--- src/rtl/alu_pkg.sv ---
// Shared encodings for the execute unit: RV32I opcodes, funct fields and FSM states.
package alu_pkg;

    typedef enum logic [6:0] {
        OP_LOAD   = 7'b0000011,
        OP_IMM    = 7'b0010011,
        OP_AUIPC  = 7'b0010111,
        OP_STORE  = 7'b0100011,
        OP_REG    = 7'b0110011,
        OP_LUI    = 7'b0110111,
        OP_BRANCH = 7'b1100011,
        OP_JALR   = 7'b1100111,
        OP_JAL    = 7'b1101111
    } instruction_type;

    localparam logic [2:0] F3_ADD  = 3'd0;
    localparam logic [2:0] F3_SLL  = 3'd1;
    localparam logic [2:0] F3_SLT  = 3'd2;
    localparam logic [2:0] F3_SLTU = 3'd3;
    localparam logic [2:0] F3_XOR  = 3'd4;
    localparam logic [2:0] F3_SR   = 3'd5;
    localparam logic [2:0] F3_OR   = 3'd6;
    localparam logic [2:0] F3_AND  = 3'd7;

    localparam logic [2:0] F3_BEQ  = 3'd0;
    localparam logic [2:0] F3_BNE  = 3'd1;
    localparam logic [2:0] F3_BLT  = 3'd4;
    localparam logic [2:0] F3_BGE  = 3'd5;
    localparam logic [2:0] F3_BLTU = 3'd6;
    localparam logic [2:0] F3_BGEU = 3'd7;

    localparam logic [2:0] F3_MUL    = 3'd0;
    localparam logic [2:0] F3_MULH   = 3'd1;
    localparam logic [2:0] F3_MULHSU = 3'd2;
    localparam logic [2:0] F3_MULHU  = 3'd3;
    localparam logic [2:0] F3_DIV    = 3'd4;
    localparam logic [2:0] F3_DIVU   = 3'd5;
    localparam logic [2:0] F3_REM    = 3'd6;
    localparam logic [2:0] F3_REMU   = 3'd7;

    localparam logic [6:0] F7_BASE   = 7'h00;
    localparam logic [6:0] F7_ALT    = 7'h20;
    localparam logic [6:0] F7_MULDIV = 7'h01;

    typedef enum logic [1:0] {
        IDLE = 2'd0,
        ITER = 2'd1,
        DONE = 2'd2
    } state_t;

endpackage

--- src/rtl/muldiv_iter.sv ---
// Iterative RV32M datapath: shift-add multiply and restoring divide on operand
// magnitudes, one step per cycle for XLEN cycles, signs restored on the result.
module muldiv_iter
    import alu_pkg::*;
#(
    parameter int unsigned XLEN = 32
) (
    input  logic            clk,
    input  logic            rst,
    input  logic            start,
    input  logic [2:0]      op,
    input  logic [XLEN-1:0] a,
    input  logic [XLEN-1:0] b,
    output logic            done,
    output logic [XLEN-1:0] result
);

    localparam int unsigned CNT_W  = $clog2(XLEN);
    localparam int unsigned PROD_W = 2 * XLEN;

    logic [2:0]        op_q;
    logic [XLEN-1:0]   a_q;
    logic              running;
    logic [CNT_W-1:0]  cnt;
    logic              neg_q;
    logic              neg_r;
    logic              div0;
    logic [PROD_W-1:0] prod;
    logic [PROD_W-1:0] mcand;
    logic [XLEN-1:0]   mplier;
    logic [XLEN-1:0]   quo;
    logic [XLEN-1:0]   rem;
    logic [XLEN-1:0]   dvsr;

    logic              a_neg_c;
    logic              b_neg_c;
    logic [XLEN-1:0]   a_mag_c;
    logic [XLEN-1:0]   b_mag_c;
    logic [XLEN:0]     rem_sh_c;
    logic [XLEN:0]     diff_c;
    logic              ge_c;

    // Operand signedness and magnitudes at start
    always_comb begin
        a_neg_c = a[XLEN-1] && (op == F3_MULH || op == F3_MULHSU || op == F3_DIV || op == F3_REM);
        b_neg_c = b[XLEN-1] && (op == F3_MULH || op == F3_DIV || op == F3_REM);
        a_mag_c = a_neg_c ? -a : a;
        b_mag_c = b_neg_c ? -b : b;
    end

    // One restoring-division step: shift in next dividend bit, subtract if it fits
    always_comb begin
        rem_sh_c = {rem, quo[XLEN-1]};
        diff_c   = rem_sh_c - {1'b0, dvsr};
        ge_c     = rem_sh_c >= {1'b0, dvsr};
    end

    assign done = running && (cnt == CNT_W'(XLEN - 1));

    always_ff @(posedge clk) begin
        if (rst) begin
            op_q    <= 3'd0;
            a_q     <= '0;
            running <= 1'b0;
            cnt     <= '0;
            neg_q   <= 1'b0;
            neg_r   <= 1'b0;
            div0    <= 1'b0;
            prod    <= '0;
            mcand   <= '0;
            mplier  <= '0;
            quo     <= '0;
            rem     <= '0;
            dvsr    <= '0;
        end else if (start) begin
            op_q    <= op;
            a_q     <= a;
            running <= 1'b1;
            cnt     <= '0;
            neg_q   <= a_neg_c ^ b_neg_c;
            neg_r   <= a_neg_c;
            div0    <= op[2] && (b == '0);
            prod    <= '0;
            mcand   <= {{XLEN{1'b0}}, a_mag_c};
            mplier  <= b_mag_c;
            quo     <= a_mag_c;
            rem     <= '0;
            dvsr    <= b_mag_c;
        end else if (running) begin
            cnt <= cnt + CNT_W'(1);
            if (done) begin
                running <= 1'b0;
            end
            if (op_q[2]) begin
                rem <= ge_c ? diff_c[XLEN-1:0] : rem_sh_c[XLEN-1:0];
                quo <= {quo[XLEN-2:0], ge_c};
            end else begin
                if (mplier[0]) begin
                    prod <= prod + mcand;
                end
                mcand  <= mcand << 1;
                mplier <= mplier >> 1;
            end
        end
    end

    logic [PROD_W-1:0] prod_s_c;
    logic [XLEN-1:0]   quo_s_c;
    logic [XLEN-1:0]   rem_s_c;

    // Sign fix-up and divide-by-zero override
    always_comb begin
        prod_s_c = neg_q ? -prod : prod;
        quo_s_c  = neg_q ? -quo : quo;
        rem_s_c  = neg_r ? -rem : rem;
        case (op_q)
            F3_MUL:                        result = prod_s_c[XLEN-1:0];
            F3_MULH, F3_MULHSU, F3_MULHU:  result = prod_s_c[PROD_W-1:XLEN];
            F3_DIV, F3_DIVU:               result = div0 ? '1 : quo_s_c;
            F3_REM, F3_REMU:               result = div0 ? a_q : rem_s_c;
            default:                       result = '0;
        endcase
    end

endmodule

--- src/rtl/alu_muldiv.sv ---
// Handshaked execute unit: registered RV32I ALU/branch/address ops in one cycle,
// RV32M ops through the iterative muldiv_iter datapath.
module alu_muldiv
    import alu_pkg::*;
#(
    parameter int unsigned XLEN       = 32,
    parameter int unsigned SHAMT_W    = $clog2(XLEN),
    parameter bit          EARLY_DIV0 = 1'b1
) (
    input  logic            clk,
    input  logic            rst,
    input  logic            in_valid,
    output logic            in_ready,
    input  logic [6:0]      op_code,
    input  logic [2:0]      funct3,
    input  logic [6:0]      funct7,
    input  logic [XLEN-1:0] input1_value,
    input  logic [XLEN-1:0] input2_value,
    output logic            out_valid,
    input  logic            out_ready,
    output logic [XLEN-1:0] alu_output_value,
    output logic            busy
);

    state_t          state;
    state_t          state_nx;
    logic            ready_q;
    logic            is_m_c;
    logic            div_zero_c;
    logic            accept_m;
    logic            accept_base;
    logic            load_md;
    logic            md_done;
    logic [XLEN-1:0] md_result;
    logic [XLEN-1:0] alu_c;

    assign is_m_c     = (op_code == OP_REG) && (funct7 == F7_MULDIV);
    assign div_zero_c = funct3[2] && (input2_value == '0);

    always_ff @(posedge clk) begin
        if (rst) begin
            state <= IDLE;
        end else begin
            state <= state_nx;
        end
    end

    always_comb begin
        state_nx = state;
        case (state)
            IDLE: if (accept_m) state_nx = (EARLY_DIV0 && div_zero_c) ? DONE : ITER;
            ITER: if (md_done) state_nx = DONE;
            DONE: state_nx = IDLE;
            default: state_nx = IDLE;
        endcase
    end

    // ready_q keeps in_ready low for the first cycle out of reset
    always_comb begin
        in_ready    = ready_q && (state == IDLE) && (!out_valid || out_ready);
        busy        = (state != IDLE);
        accept_m    = in_valid && in_ready && is_m_c;
        accept_base = in_valid && in_ready && !is_m_c;
        load_md     = (state == DONE);
    end

    muldiv_iter #(.XLEN(XLEN)) u_muldiv (
        .clk    (clk),
        .rst    (rst),
        .start  (accept_m),
        .op     (funct3),
        .a      (input1_value),
        .b      (input2_value),
        .done   (md_done),
        .result (md_result)
    );

    logic [XLEN-1:0]    sum_c;
    logic [SHAMT_W-1:0] shamt_c;
    logic               alt_c;
    logic               taken_c;

    // Base RV32I operations; unknown opcodes or funct3 yield zero
    always_comb begin
        sum_c   = input1_value + input2_value;
        shamt_c = input2_value[SHAMT_W-1:0];
        alt_c   = (funct7 == F7_ALT);
        taken_c = 1'b0;
        alu_c   = '0;
        case (op_code)
            OP_REG, OP_IMM: begin
                case (funct3)
                    F3_ADD:  alu_c = (op_code == OP_REG && alt_c) ? input1_value - input2_value : sum_c;
                    F3_SLL:  alu_c = input1_value << shamt_c;
                    F3_SLT:  alu_c = {{(XLEN-1){1'b0}}, $signed(input1_value) < $signed(input2_value)};
                    F3_SLTU: alu_c = {{(XLEN-1){1'b0}}, input1_value < input2_value};
                    F3_XOR:  alu_c = input1_value ^ input2_value;
                    F3_SR:   alu_c = alt_c ? XLEN'($signed(input1_value) >>> shamt_c) : input1_value >> shamt_c;
                    F3_OR:   alu_c = input1_value | input2_value;
                    F3_AND:  alu_c = input1_value & input2_value;
                    default: alu_c = '0;
                endcase
            end
            OP_LOAD, OP_STORE, OP_AUIPC, OP_JAL: alu_c = sum_c;
            OP_JALR: alu_c = {sum_c[XLEN-1:1], 1'b0};
            OP_LUI:  alu_c = input2_value;
            OP_BRANCH: begin
                case (funct3)
                    F3_BEQ:  taken_c = input1_value == input2_value;
                    F3_BNE:  taken_c = input1_value != input2_value;
                    F3_BLT:  taken_c = $signed(input1_value) < $signed(input2_value);
                    F3_BGE:  taken_c = $signed(input1_value) >= $signed(input2_value);
                    F3_BLTU: taken_c = input1_value < input2_value;
                    F3_BGEU: taken_c = input1_value >= input2_value;
                    default: taken_c = 1'b0;
                endcase
                alu_c = {XLEN{taken_c}};
            end
            default: alu_c = '0;
        endcase
    end

    // Result register: held until the consumer takes it
    always_ff @(posedge clk) begin
        if (rst) begin
            ready_q          <= 1'b0;
            out_valid        <= 1'b0;
            alu_output_value <= '0;
        end else begin
            ready_q <= 1'b1;
            if (accept_base) begin
                out_valid        <= 1'b1;
                alu_output_value <= alu_c;
            end else if (load_md) begin
                out_valid        <= 1'b1;
                alu_output_value <= md_result;
            end else if (out_ready) begin
                out_valid <= 1'b0;
            end
        end
    end

endmodule

--- config.mk ---
export PLATFORM = sky130hd
export DESIGN_NAME = alu_muldiv
export DESIGN_NICKNAME = d
export VERILOG_FILES = /design/src/rtl/alu_pkg.sv /design/src/rtl/muldiv_iter.sv /design/src/rtl/alu_muldiv.sv
export SDC_FILE = /design/constraint.sdc
export NUM_CORES = 2
export LEC_CHECK = 0
export BUFFER_PORTS_ARGS = -buffer_cell sky130_fd_sc_hd__buf_2
export CORE_MARGIN = 2
export CORE_UTILIZATION = 45
export DETAILED_ROUTE_END_ITERATION = 10
export GPL_ROUTABILITY_DRIVEN = 1
export GPL_TIMING_DRIVEN = 1
export SLEW_MARGIN = 20
export SYNTH_ARGS = -nofsm -noshare
export SYNTH_HDL_FRONTEND = slang
export SYNTH_SLANG_ARGS = --single-unit
--- constraint.sdc ---
create_clock -name clk -period 6.4 [get_ports clk]
set_input_delay 1.28 -clock clk [delete_from_list [all_inputs] [get_ports clk]]
set_output_delay 1.28 -clock clk [all_outputs]
set_load 0.005 [all_outputs]
==> results.json <==
{
  "worst_setup_hold_path_clk_slew_ns": 0.06,
  "drt_first_pass_iters": 7,
  "antenna_left": 0,
  "tightest_slew_ns": 1.22,
  "via_per_inst": 6.56,
  "drt-total-wl_um": 155000,
  "yosysWarnings": 0,
  "placed_cells": 5215,
  "status": "finished, final reports clean",
  "grt_pass1_vias": 31800,
  "area_delta_synth_final_pct": 9.69,
  "syn-num-nets": 4646,
  "post_cts_buffers": 0,
  "synthDistinctLibCells": 81,
  "antenna_found_initial": 10,
  "h-tree-depth": 2,
  "clock_sinks": 336,
  "drt_iter0_drc": 4365,
  "critPathCaptureType": "flip-flop",
  "synth-seq-cells": 336,
  "crit_slowest_cell": "nor3_1",
  "cts_buffer_depth": 3,
  "tns_ns": 0,
  "critPathLaunchType": "input port",
  "timing.hold.ws_ns": 0.449,
  "irDropWorstVdd_v": 0.000211,
  "critPathMaxStageDelay_ns": 0.91,
  "finalHoldViolCount": 0,
  "fin_crit_ns": 5.43,
  "num_vias": 34700,
  "drv_slew": 0,
  "period_share": 0.849,
  "relSlewSlack": 0.179,
  "nNetsFinal": 4607,
  "synth_area_mm2": 0.0318,
  "cts-root-buf": "clkbuf_16",
  "crit_chain": "buf_2, buf_4, nor3_1, nand3_1, nor3_1, and2_1, nor2b_1, nand2_1, or3_1, o21ai_0, xnor2_1, a21oi_1, a21boi_0",
  "crit_top_cell": "nor3_1",
  "cts-hold-fix-buffers": 0,
  "cts_made_buffers": 42,
  "synthArstFlopShare": 0,
  "power_density_mw_per_mm2": 175,
  "synth-edff-count": 0,
  "cts_resized": 0,
  "cp.arrival_ns": 5.84,
  "fin_cells": 5294,
  "setup_viol": 0,
  "utilization": 0.498,
  "drive_gt1_frac": 0.0915,
  "clkLatencyLatePin_ns": 0.59,
  "syn_avg_cell_area_um2": 7.29,
  "place.gp.congestion": 1.08,
  "cts_tree": "yes",
  "start_util": 0.454,
  "die_w_um": 270,
  "io_pins": 120,
  "rsz0062_at_grt": "false",
  "grt_max_degree": 120,
  "fmax_mhz": 184,
  "rows": 97,
  "critPathKind": "in -> reg",
  "drv_cap": 0,
  "die_area_mm2": 0.0727,
  "placeableCoreArea_mm2": 0.0699,
  "dp_hpwl_um": 121000,
  "total_power_mw": 6.10,
  "grt_first_pass_wirelength_um": 224000,
  "seq_area_frac_synth": 0.212,
  "grt-ovfl-total": 0,
  "worstPathMaxFanout": 55,
  "wl_per_cell_um": 29.3,
  "worstPathRequired_ns": 6.81,
  "track_usage": 0.411,
  "synth_cells": 4358,
  "p_leak_nw": 14.1,
  "die-height_um": 270,
  "place.port_buffers": 119,
  "post-route-drc-count": 0,
  "worst_hold_path_type": "reg -> reg",
  "synth_top_flop_cell": "dfxtp_1",
  "clock_skew_ns": 0.0436
}
==> through the flow <==
step / setup slack (ns) / cell area, um^2
floorplan: 0.783 / 31800
global placement: 0.418 / 33300
detailed placement: 0.624 / 33300
CTS: 1.19 / 34800
global route: 0.935 / 34800
finish: 0.966 / 34800
==> report_power, final <==
part,internal (mW),switching [mW]
sequential,2.10,0.0100
combinational,0.400,0.910
clock,1.64,1.04
==> area by class of cell <==
class / instances / area (um^2)
multi-input combinational: 3551 / 23400
antenna: 2 / 5.00
inverter: 167 / 627
timing repair buffer: 221 / 1420
sequential: 336 / 6730
clock inverter: 17 / 299
fill: 7160 / 35100
clock buffer: 60 / 1210
tap: 940 / 1180
==> path summary, 6_finish.rpt <==
check / start / slack (ns) / depth (start not counted) / endpoint
max reg2reg: u_muldiv.prod[1]$_SDFFE_PP0P_ / 1.46 / 12 / alu_output_value[6]$_SDFFE_PP0P_
min: u_muldiv.a_q[29]$_SDFFE_PP0P_ / 0.45 / 2 / u_muldiv.a_q[29]$_SDFFE_PP0P_
max: input2_value[2] / 0.97 / 13 / u_muldiv.dvsr[29]$_SDFFE_PP0P_
min reg2reg: u_muldiv.a_q[29]$_SDFFE_PP0P_ / 0.45 / 2 / u_muldiv.a_q[29]$_SDFFE_PP0P_
==> layer usage <==
layer  wire (um)  up-vias  track usage  part of all wire
li1            -    15800            -                 -
met1       64400    16600        0.545              0.42
met2       64900     1909        0.615              0.42
met3       13700      442       0.0690             0.088
met4       12000       12        0.264             0.077
met5          72        -            0           0.00046
==> Yosys cell counts, types with 21 or more instances <==
cell	count	area, um^2
nand2_1	569	2140
a21oi_1	517	2590
a21boi_0	102	766
o41ai_1	25	219
nor3_1	79	395
clkbuf_1	262	983
a21o_1	76	571
a31oi_1	72	450
o211ai_1	46	345
mux2i_1	149	1490
or3_1	29	181
nand2b_1	28	175
xor2_1	110	963
buf_2	21	105
nor2b_1	36	225
a211oi_1	53	398
xnor2_1	203	1780
mux4_2	33	743
nor4_1	30	188
or4_1	23	173
nand3_1	67	335
dfxtp_1	336	6730
o221ai_1	31	272
buf_1	21	78.8
o21bai_1	28	210
nor2_1	280	1050
inv_1	161	604
o31ai_1	71	533
o21ai_0	367	1840
ha_1	199	2490
nand4_1	33	206
a221oi_1	35	307
==> flip-flops by register name (all words and copies together), names as in the netlist, 2 cells and up <==
signal,count
alu_output_value,32
state,2
u_muldiv.a_q,32
u_muldiv.cnt,5
u_muldiv.dvsr,32
u_muldiv.mcand,64
u_muldiv.mplier,32
u_muldiv.op_q,3
u_muldiv.prod,64
u_muldiv.quo,32
u_muldiv.rem,32
==> cell families (layout without fill, tap and decap cells) <==
family / after synthesis / after routing / synth area share
flops: 336 / 336 / 0.212
buf+inv: 471 / 465 / 0.0565
mux: 202 / 202 / 0.0774
fa+ha+maj: 203 / 203 / 0.0809
other cells: 0 / 2 / 0
xor+xnor: 313 / 313 / 0.0863
compound gates: 1577 / 1577 / 0.309
simple gates: 1256 / 1256 / 0.178
==> layout by cell type (no fill, tap or decap), types with 34 or more instances in the layout <==
cell and instances:
nand2_1 565, xor2_1 110, inv_1 160, ha_1 199, nand3_1 67, buf_2 116
a221oi_1 35, nor2b_1 34, o211ai_1 46, nor2_1 275, a31oi_1 72, o21ai_0 366
a21oi_1 516, a21boi_0 102, mux2i_1 149, a211oi_1 51, a21o_1 76, clkbuf_16 43
dfxtp_1 334, nor3_1 76, buf_4 101, o31ai_1 71, xnor2_1 203
==> critical path: cells and delay by family <==
kind | cells | cell delay, ns
buffers and inverters | 2 | 0.43
AOI/OAI and AO/OA | 3 | 0.50
and+or+nand+nor | 7 | 3.43
xor gates and xnor gates | 1 | 0.18
(Power assumes the default switching activity.)
